### config.mk
export PLATFORM = sky130hd
export DESIGN_NAME = fifo_fwft_adapter_flat
export DESIGN_NICKNAME = d
export VERILOG_FILES = /design/src/rtl/fifo_fwft_adapter_if.sv /design/src/rtl/fifo_fwft_adapter.sv /design/src/flat_wrapper.sv
export SDC_FILE = /design/constraint.sdc
export NUM_CORES = 1
export LEC_CHECK = 0
export CAP_MARGIN = 20
export CORE_ASPECT_RATIO = 0.9
export CORE_MARGIN = 10
export CORE_UTILIZATION = 40
export CTS_CLUSTER_DIAMETER = 150
export CTS_CLUSTER_SIZE = 24
export DETAILED_ROUTE_END_ITERATION = 7
export GPL_TIMING_DRIVEN = 1
export PLACE_DENSITY = 0.67
export SLEW_MARGIN = 5
export SYNTH_ARGS = -nofsm -noshare
export SYNTH_HDL_FRONTEND = slang
export SYNTH_SLANG_ARGS = --single-unit
### constraint.sdc
create_clock -name clk -period 1.7 [get_ports clk]
set_input_delay 0.34 -clock clk [delete_from_list [all_inputs] [get_ports clk]]
set_output_delay 0.34 -clock clk [all_outputs]
set_load 0.05 [all_outputs]
### src/rtl/fifo_fwft_adapter_if.sv
// Read-port bundle between the async FIFO, the FWFT adapter and the stream consumer.
interface fifo_fwft_adapter_if #(
  parameter int unsigned DW = 16
) ();
  localparam int unsigned LW = 2;

  logic          fifo_rden;
  logic          fifo_empty;
  logic [DW-1:0] fifo_rdata;
  logic          m_valid;
  logic          m_ready;
  logic [DW-1:0] m_data;
  logic [LW-1:0] m_level;

  // Adapter side: drives the FIFO read strobe and the output stream
  modport master (
    output fifo_rden,
    input  fifo_empty,
    input  fifo_rdata,
    output m_valid,
    input  m_ready,
    output m_data,
    output m_level
  );

  // Environment side: FIFO read port plus the consumer
  modport slave (
    input  fifo_rden,
    output fifo_empty,
    output fifo_rdata,
    input  m_valid,
    output m_ready,
    input  m_data,
    input  m_level
  );
endinterface

### src/rtl/fifo_fwft_adapter.sv
// First-word-fall-through adapter for a registered-read FIFO port.
// Two-entry skid buffer (out + spare) with credit-based read issue so the
// stream runs at one word per clk without bubbles or overflow.
module fifo_fwft_adapter #(
  parameter int unsigned DW = 16
) (
  input  logic                clk,
  input  logic                rst_n,
  fifo_fwft_adapter_if.master bus
);

  localparam int unsigned LW = 2;
  localparam logic [LW-1:0] SLOTS_FULL = LW'(2);

  typedef enum logic [LW-1:0] {
    L0 = 2'd0,
    L1 = 2'd1,
    L2 = 2'd2
  } level_e;

  level_e        state_q, state_d;
  logic          inflight_q;
  logic          valid_q, valid_d;
  logic [DW-1:0] out_q, out_d;
  logic [DW-1:0] spare_q, spare_d;

  logic          pop_c;
  logic          rden_c;
  logic [LW-1:0] slots_c;

  // Credit check: held words plus the read in flight must never exceed two
  assign pop_c   = valid_q && bus.m_ready;
  assign slots_c = LW'(state_q) + LW'(inflight_q);
  assign rden_c  = rst_n && !bus.fifo_empty &&
                   ((slots_c < SLOTS_FULL) || ((slots_c == SLOTS_FULL) && pop_c));

  // Next level and skid-buffer contents from capture/pop events
  always_comb begin
    state_d = state_q;
    out_d   = out_q;
    spare_d = spare_q;
    case (state_q)
      L0: begin
        if (inflight_q) begin
          out_d   = bus.fifo_rdata;
          state_d = L1;
        end
      end
      L1: begin
        if (inflight_q) begin
          if (pop_c) begin
            out_d = bus.fifo_rdata;
          end else begin
            spare_d = bus.fifo_rdata;
            state_d = L2;
          end
        end else if (pop_c) begin
          state_d = L0;
        end
      end
      L2: begin
        // capture without pop cannot happen here: the credit rule blocks it
        if (pop_c) begin
          out_d = spare_q;
          if (inflight_q) begin
            spare_d = bus.fifo_rdata;
          end else begin
            state_d = L1;
          end
        end
      end
      default: begin
        state_d = L0;
      end
    endcase
    valid_d = (state_d != L0);
  end

  // State, in-flight tracker and data registers
  always_ff @(posedge clk or negedge rst_n) begin
    if (!rst_n) begin
      state_q    <= L0;
      inflight_q <= 1'b0;
      valid_q    <= 1'b0;
      out_q      <= '0;
      spare_q    <= '0;
    end else begin
      state_q    <= state_d;
      inflight_q <= rden_c;
      valid_q    <= valid_d;
      out_q      <= out_d;
      spare_q    <= spare_d;
    end
  end

  assign bus.fifo_rden = rden_c;
  assign bus.m_valid   = valid_q;
  assign bus.m_data    = out_q;
  assign bus.m_level   = LW'(state_q);

endmodule
### src/flat_wrapper.sv
// flat-port wrapper written by rule: the top's interface ports become plain ports
module fifo_fwft_adapter_flat 
#(
  parameter int unsigned DW = 16
)
  (clk, rst_n, bus_fifo_rden, bus_fifo_empty, bus_fifo_rdata, bus_m_valid, bus_m_ready, bus_m_data, bus_m_level);
  fifo_fwft_adapter_if #(.DW(DW)) bus_i ();
  input  logic clk;
  input  logic rst_n;
  output wire logic [$bits(bus_i.fifo_rden)-1:0] bus_fifo_rden;
  input wire logic [$bits(bus_i.fifo_empty)-1:0] bus_fifo_empty;
  input wire logic [$bits(bus_i.fifo_rdata)-1:0] bus_fifo_rdata;
  output wire logic [$bits(bus_i.m_valid)-1:0] bus_m_valid;
  input wire logic [$bits(bus_i.m_ready)-1:0] bus_m_ready;
  output wire logic [$bits(bus_i.m_data)-1:0] bus_m_data;
  output wire logic [$bits(bus_i.m_level)-1:0] bus_m_level;
  assign bus_fifo_rden = bus_i.fifo_rden;
  assign bus_i.fifo_empty = bus_fifo_empty;
  assign bus_i.fifo_rdata = bus_fifo_rdata;
  assign bus_m_valid = bus_i.m_valid;
  assign bus_i.m_ready = bus_m_ready;
  assign bus_m_data = bus_i.m_data;
  assign bus_m_level = bus_i.m_level;
  fifo_fwft_adapter #(.DW(DW)) u_core (.clk(clk), .rst_n(rst_n), .bus(bus_i));
endmodule
# ---- After elaboration in Yosys (flattened, before gate mapping)
# Cells that the tools add are included.
dict set report classes {
  muxes 16
  reduce_logical 12
  eq_ne 9
  n_lt_le_gt_ge 1
  n_addsub 1
}
# op n
set ops {}
lappend ops {{16-bit 2-to-1 mux} 7}
lappend ops {{16-bit one-hot mux with 3 select lines} 1}
lappend ops {{16-bit one-hot mux with 2 select lines} 1}
lappend ops {{2-bit 2-to-1 mux} 6}
lappend ops {{2-bit by 1-bit != test with 1-bit output (second input constant)} 5}
lappend ops {{5-bit AND reduction} 2}
lappend ops {{2-bit one-hot mux with 3 select lines} 1}
lappend ops {{2-bit equality test (second input constant)} 2}
lappend ops {{1-bit logical AND} 4}
lappend ops {{2-bit nonzero test} 2}
lappend ops {{3-bit nonzero test} 1}
lappend ops {{2-bit by 1-bit adder with 2-bit output} 1}
lappend ops {{2-bit by 1-bit equality test with 1-bit output (second input constant)} 1}
lappend ops {{2-bit zero test} 1}
lappend ops {{2-bit < comparator (second input constant)} 1}
lappend ops {{2-bit != test (second input constant)} 1}
lappend ops {{1-bit zero test} 1}
lappend ops {{1-bit logical OR} 1}
dict set report totals {
  register_bits 36
  in_bits 20
  output_inout_bits 20
  word_cells 44
}

# ---- Depth between registers and ports, before layout
# Gate-level depths: netlist (run 1).
dict set report logic_depth {
  word_depth 5
  depth_mapped 7
}

# ---- Least setup slack after synthesis (run 1)
# Ideal clock, no wire load.
dict set report synth_timing {
  kind {reg2reg}
  startpoint {register u_core.state_q[0] (netlist: u_core.bus.m_level[0])}
  endpoint {register u_core.out_q[0] (netlist: u_core.bus.m_data[0])}
  path_stages_with_launch 7
  period_less_slack_ps 2198
  t_required_ps 1577
  path_slack_ps -498
  setup_ps 123
  t_arrival_ps 2075
  cell_sequence {dfrtp_1 inv_1 ha_1 a21boi_1 a2111oi_4 buf_4 a21oi_2}
}
dict set report synth_between {
  elab_chain_len 3
}
# item line
set synth_lines {}
lappend synth_lines {{from (decl)} fifo_fwft_adapter.sv:21} ;# level_e state_q, state_d;
lappend synth_lines {{from (signal assigned)} fifo_fwft_adapter.sv:88} ;# state_q <= state_d;
lappend synth_lines {{2-bit by 1-bit equality test with 1-bit output, or another cell as far along} fifo_fwft_adapter.sv:42} ;# case (state_q)
lappend synth_lines {{2-bit by 1-bit != test with 1-bit output (no line) / 3-bit nonzero test (equally long branches)} n/a}
lappend synth_lines {{5-bit AND reduction (no line)} n/a}
lappend synth_lines {{to (signal assigned)} fifo_fwft_adapter.sv:91} ;# out_q <= out_d;
lappend synth_lines {{to (decl)} fifo_fwft_adapter.sv:24} ;# logic [DW-1:0] out_q, out_d;
# Parallel ways exist; a longest one is shown, timed or not.
# A chain may end at the register's enable or synchronous reset.

# ---- Worst setup path in the final report (run 1)
dict set report layout_timing {
  startpoint {register u_core.state_q[0] (netlist: u_core.bus.m_level[0])}
  endpoint {output port bus_fifo_rden}
}
dict set report layout_between {
  elab_chain_len 5
}
# item line
set layout_lines {}
lappend layout_lines {{2-bit by 1-bit adder with 2-bit output *} fifo_fwft_adapter.sv:33} ;# assign slots_c = LW'(state_q) + LW'(inflight_q);
lappend layout_lines {{2-bit equality test} fifo_fwft_adapter.sv:35} ;# ((slots_c < SLOTS_FULL) || ((slots_c == SLOTS_FULL) && pop_c));
lappend layout_lines {{1-bit logical AND} fifo_fwft_adapter.sv:35}
lappend layout_lines {{1-bit logical OR *} fifo_fwft_adapter.sv:35}
lappend layout_lines {{1-bit logical AND *} fifo_fwft_adapter.sv:34} ;# assign rden_c = rst_n && !bus.fifo_empty &&
lappend layout_lines {{to (decl)} flat_wrapper.sv:10} ;# output wire logic [$bits(bus_i.fifo_rden)-1:0] bus_fifo_rden;
# Mark *: on every way between the ends. The rest lies on a longest branch, timed or not.

==> impl_metrics.ini, run 1 <==
[floorplan]
chipWidth_um = 90.84
die_area_um2 = 7609
starting_utilization_of_the_core_area_pct = 41.03
std_cell_rows = 23
floorplan.die.height_um = 83.76
core_region_um2 = 4403
boundaryPins = 40

[hold_path]
hold_path_class = in -> async

[synth]
synth.largest_area_cell = sky130_fd_sc_hd__dfrtp_1
synth_top_area_share_pct = 49.86
synth_seq_area_share_pct = 49.86
synth_enable_flop_cells = 0
synthesis.instances = 139
post_synth_main_area_contributors = sky130_fd_sc_hd__dfrtp_1 50%, sky130_fd_sc_hd__mux2i_1 8.9%, sky130_fd_sc_hd__mux2_4 8.3%
syn_area_um2 = 1807
syn_nets = 166
ys_warn_count = 0
post_synth.cell_area_avg_um2 = 13.00
synth_top_flop_cell = sky130_fd_sc_hd__dfrtp_1
synth_commonest_cells = 36 x sky130_fd_sc_hd__dfrtp_1, 19 x sky130_fd_sc_hd__nor2_1, 16 x sky130_fd_sc_hd__mux2i_1
yosys_register_bits = 36
synthDistinctLibCells = 29
synth_most_common_cell = sky130_fd_sc_hd__dfrtp_1
postSynth.asyncResetShare_pct = 100.0

[placed_design]
buffer_ports.inserted = 39
dp_hpwl_um = 2919
gp_congestion = 0.8088
dpl-instance-area_um2 = 2412
dp_worst_setup_slack_ns = -0.2802

[critical_path]
critPathLaunch = u_core.bus.m_level[0]
crit_path_start_kind = flip-flop
peak_fanout_along_the_critical_path = 3
timing.critical_path.to = bus_fifo_rden
crit_type = reg -> out
worst_r2r_startpoint = u_core.bus.m_level[0]
reg2reg_depth = 9
worst_ep_required_time_ns = 1.36
rrSetupSlack_ns = -0.17
arrival_ns = 1.54
worst_r2r_endpoint = u_core.bus.m_data[8]
endpoint_kind = output port

[cts]
clk-insertion-delay-late_ns = 0.29
cts-root-to-sink-buffers = 2
cts-htree-levels = 2
cts_buffer_count = 5
cts_tree = done
ctsRootBufferMaster = sky130_fd_sc_hd__clkbuf_8
clock-sinks = 36
cts.reportedPaths.clkPinSlew_ns = 0.08
holdBufCountCts = 0

[sta]
setup_viol_count_final = 34
layout_skew_ns = 0.008839
final_critical_path_setup_slack_ns = -0.1811
rsz0062_at_grt = yes
layout_worst_path_cycle_share_pct = 110.7
max-slew-margin-rel_pct = 70.17
report.final.slew_viol_count = 0
hold_slack_ns = 0.1511
tightest_slew_ns = 0.4474
hold_viol = 0
fmax_mhz = 531.6
finalCriticalPeriod_ns = 1.881

[power_and_ir_drop]
total_leakage_power_nw = 1.171
power_mw = 6.393
cellPowerDensity_nw_per_um2 = 2321
ir_drop_v = 0.0009616

[final_layout]
final_util_pct = 62.55
syn_to_final_growth_pct = 52.42
final_design_area_no_fill_um2 = 2754
drive_gt1_share_pct = 59.00
finalNetCount = 226
n_antenna_cell = 0

[drt]
postRouteAntennaNets = 0
post_drt_wl_per_cell_um = 16.88
detail_route.drc_violations = 0
drt_pass1_iterations = 4
detail_route.iter0.violations = 59
route.final.wire_length_um = 4422
drt-vias-per-instance = 4.947
via_count = 1296

[run_status]
violated_checks = setup timing
run_status = finished, violations left

[job]
drv_cap = 0

[grt]
globalRoute.totalOverflow = 0
groute.usage.overall_pct = 11.00
grt_pass1_vias = 1345
maximum_number_of_pins_on_one_net_before_global_route_repair = 37
wire_length_of_the_first_global_routing_pass_um = 6803
grt_antenna_before_repair = 0
## layout by cell type, fill, tap and decap left out, drive strengths merged, types with 2 or more instances in the layout
cell	count
clkdlybuf4s50	17
mux2	16
mux2i	16
a21oi	18
dfrtp	36
nor2b	2
inv	2
buf	39
nor2	19
o21ai	2
clkinv	3
ha	7
clkbuf	8
## layout make-up
type / count / area, µm²
Timing Repair Buffer: 59 / 600.6
Tap cell: 62 / 77.57
Multi-Input combinational cell: 94 / 1059
Sequential cell: 36 / 908.4
Clock buffer: 6 / 82.58
Clock inverter: 2 / 10.01
Fill cell: 345 / 1649
Inverter: 3 / 16.27
## worst min-delay path by stage
stage / cells after the start / startpoint / endpoint / slack (ns)
3_3_place_gp: 2 / rst_n / u_core.inflight_q / 0.48
2_1_floorplan: 0 / rst_n / u_core.bus.m_data[0] / 0.04
4_1_cts: 2 / rst_n / u_core.spare_q[7] / 0.18
6_report: 2 / rst_n / u_core.spare_q[7] / 0.15
5_1_grt: 2 / rst_n / u_core.spare_q[7] / 0.18
3_5_place_dp: 2 / rst_n / u_core.bus.m_level[0] / 0.49
## logic make-up (layout without fill, tap and decap cells)
group	count (synthesis)	count (layout)	synth area share [%]
AOI/OAI and AO/OA	27	27	13.16
xor gates and xnor gates	2	2	0.9697
buffers and inverters	9	70	3.463
DFF	36	36	49.86
and+or+nand+nor	26	26	6.787
adders and majority gates	7	7	4.847
muxes	32	32	20.91
## sequential cells by signal, summed over array words and instances (netlist names)
signal              cells
u_core.bus.m_data      16
u_core.bus.m_valid      1
u_core.bus.m_level      2
u_core.spare_q         16
u_core.inflight_q       1
## worst max-delay path: stages, from the launching register on
cell	delay, ns
sky130_fd_sc_hd__dfrtp_4	0.52
sky130_fd_sc_hd__ha_4	0.17
sky130_fd_sc_hd__xor2_1	0.12
sky130_fd_sc_hd__o21ai_1	0.07
sky130_fd_sc_hd__and3b_2	0.22
sky130_fd_sc_hd__buf_12	0.15
## routing by layer
layer	vias up	GRT usage [%]	wire, µm	share of wire, %
met5	-	0	0	0
met4	0	3.841	66	1.5
met3	9	3.957	193	4.4
met2	25	18.27	2246	51
met1	650	12.78	1915	43
li1	612	-	-	-
## report_power, final
group	switching (mW)	internal (mW)	leakage (nW)
logic	2.14	1.97	0.710
registers	0.346	1.31	0.410
clock network	0.304	0.323	0.0510
total	2.79	3.60	1.17
## what timing repair did
item                                   4_1_cts  5_1_grt
resized for setup                            7       37
endpoints found under the hold margin        0        0
pin swaps                                    4        3
setup buffers                                2        2
gates cloned                                 0        3
setup endpoints to repair                   28       36
## metrics by stage
| step | instances | TNS [ns] |
|---|---|---|
| floorplan | 139 | -3.283 |
| global placement | 247 | -7.216 |
| detailed placement | 247 | -8.174 |
| CTS | 257 | -4.822 |
| global route | 262 | -5.260 |
| finish | 262 | -3.220 |
No activity file was read; power rests on OpenSTA's default activity.
==> run 2: changes to the inputs <==
CTS_CLUSTER_DIAMETER = default   (was 150)
==> results of run 2 <==
The final DEF is identical to that of run 1; final timing and power are the same.
==> run 3: changes to the inputs <==
CTS_BUF_LIST = sky130_fd_sc_hd__clkbuf_8   (was default)
GPL_ROUTABILITY_DRIVEN = 1   (was default)
==> results of run 3 <==
The final DEF is identical to that of run 1; final timing and power are the same.
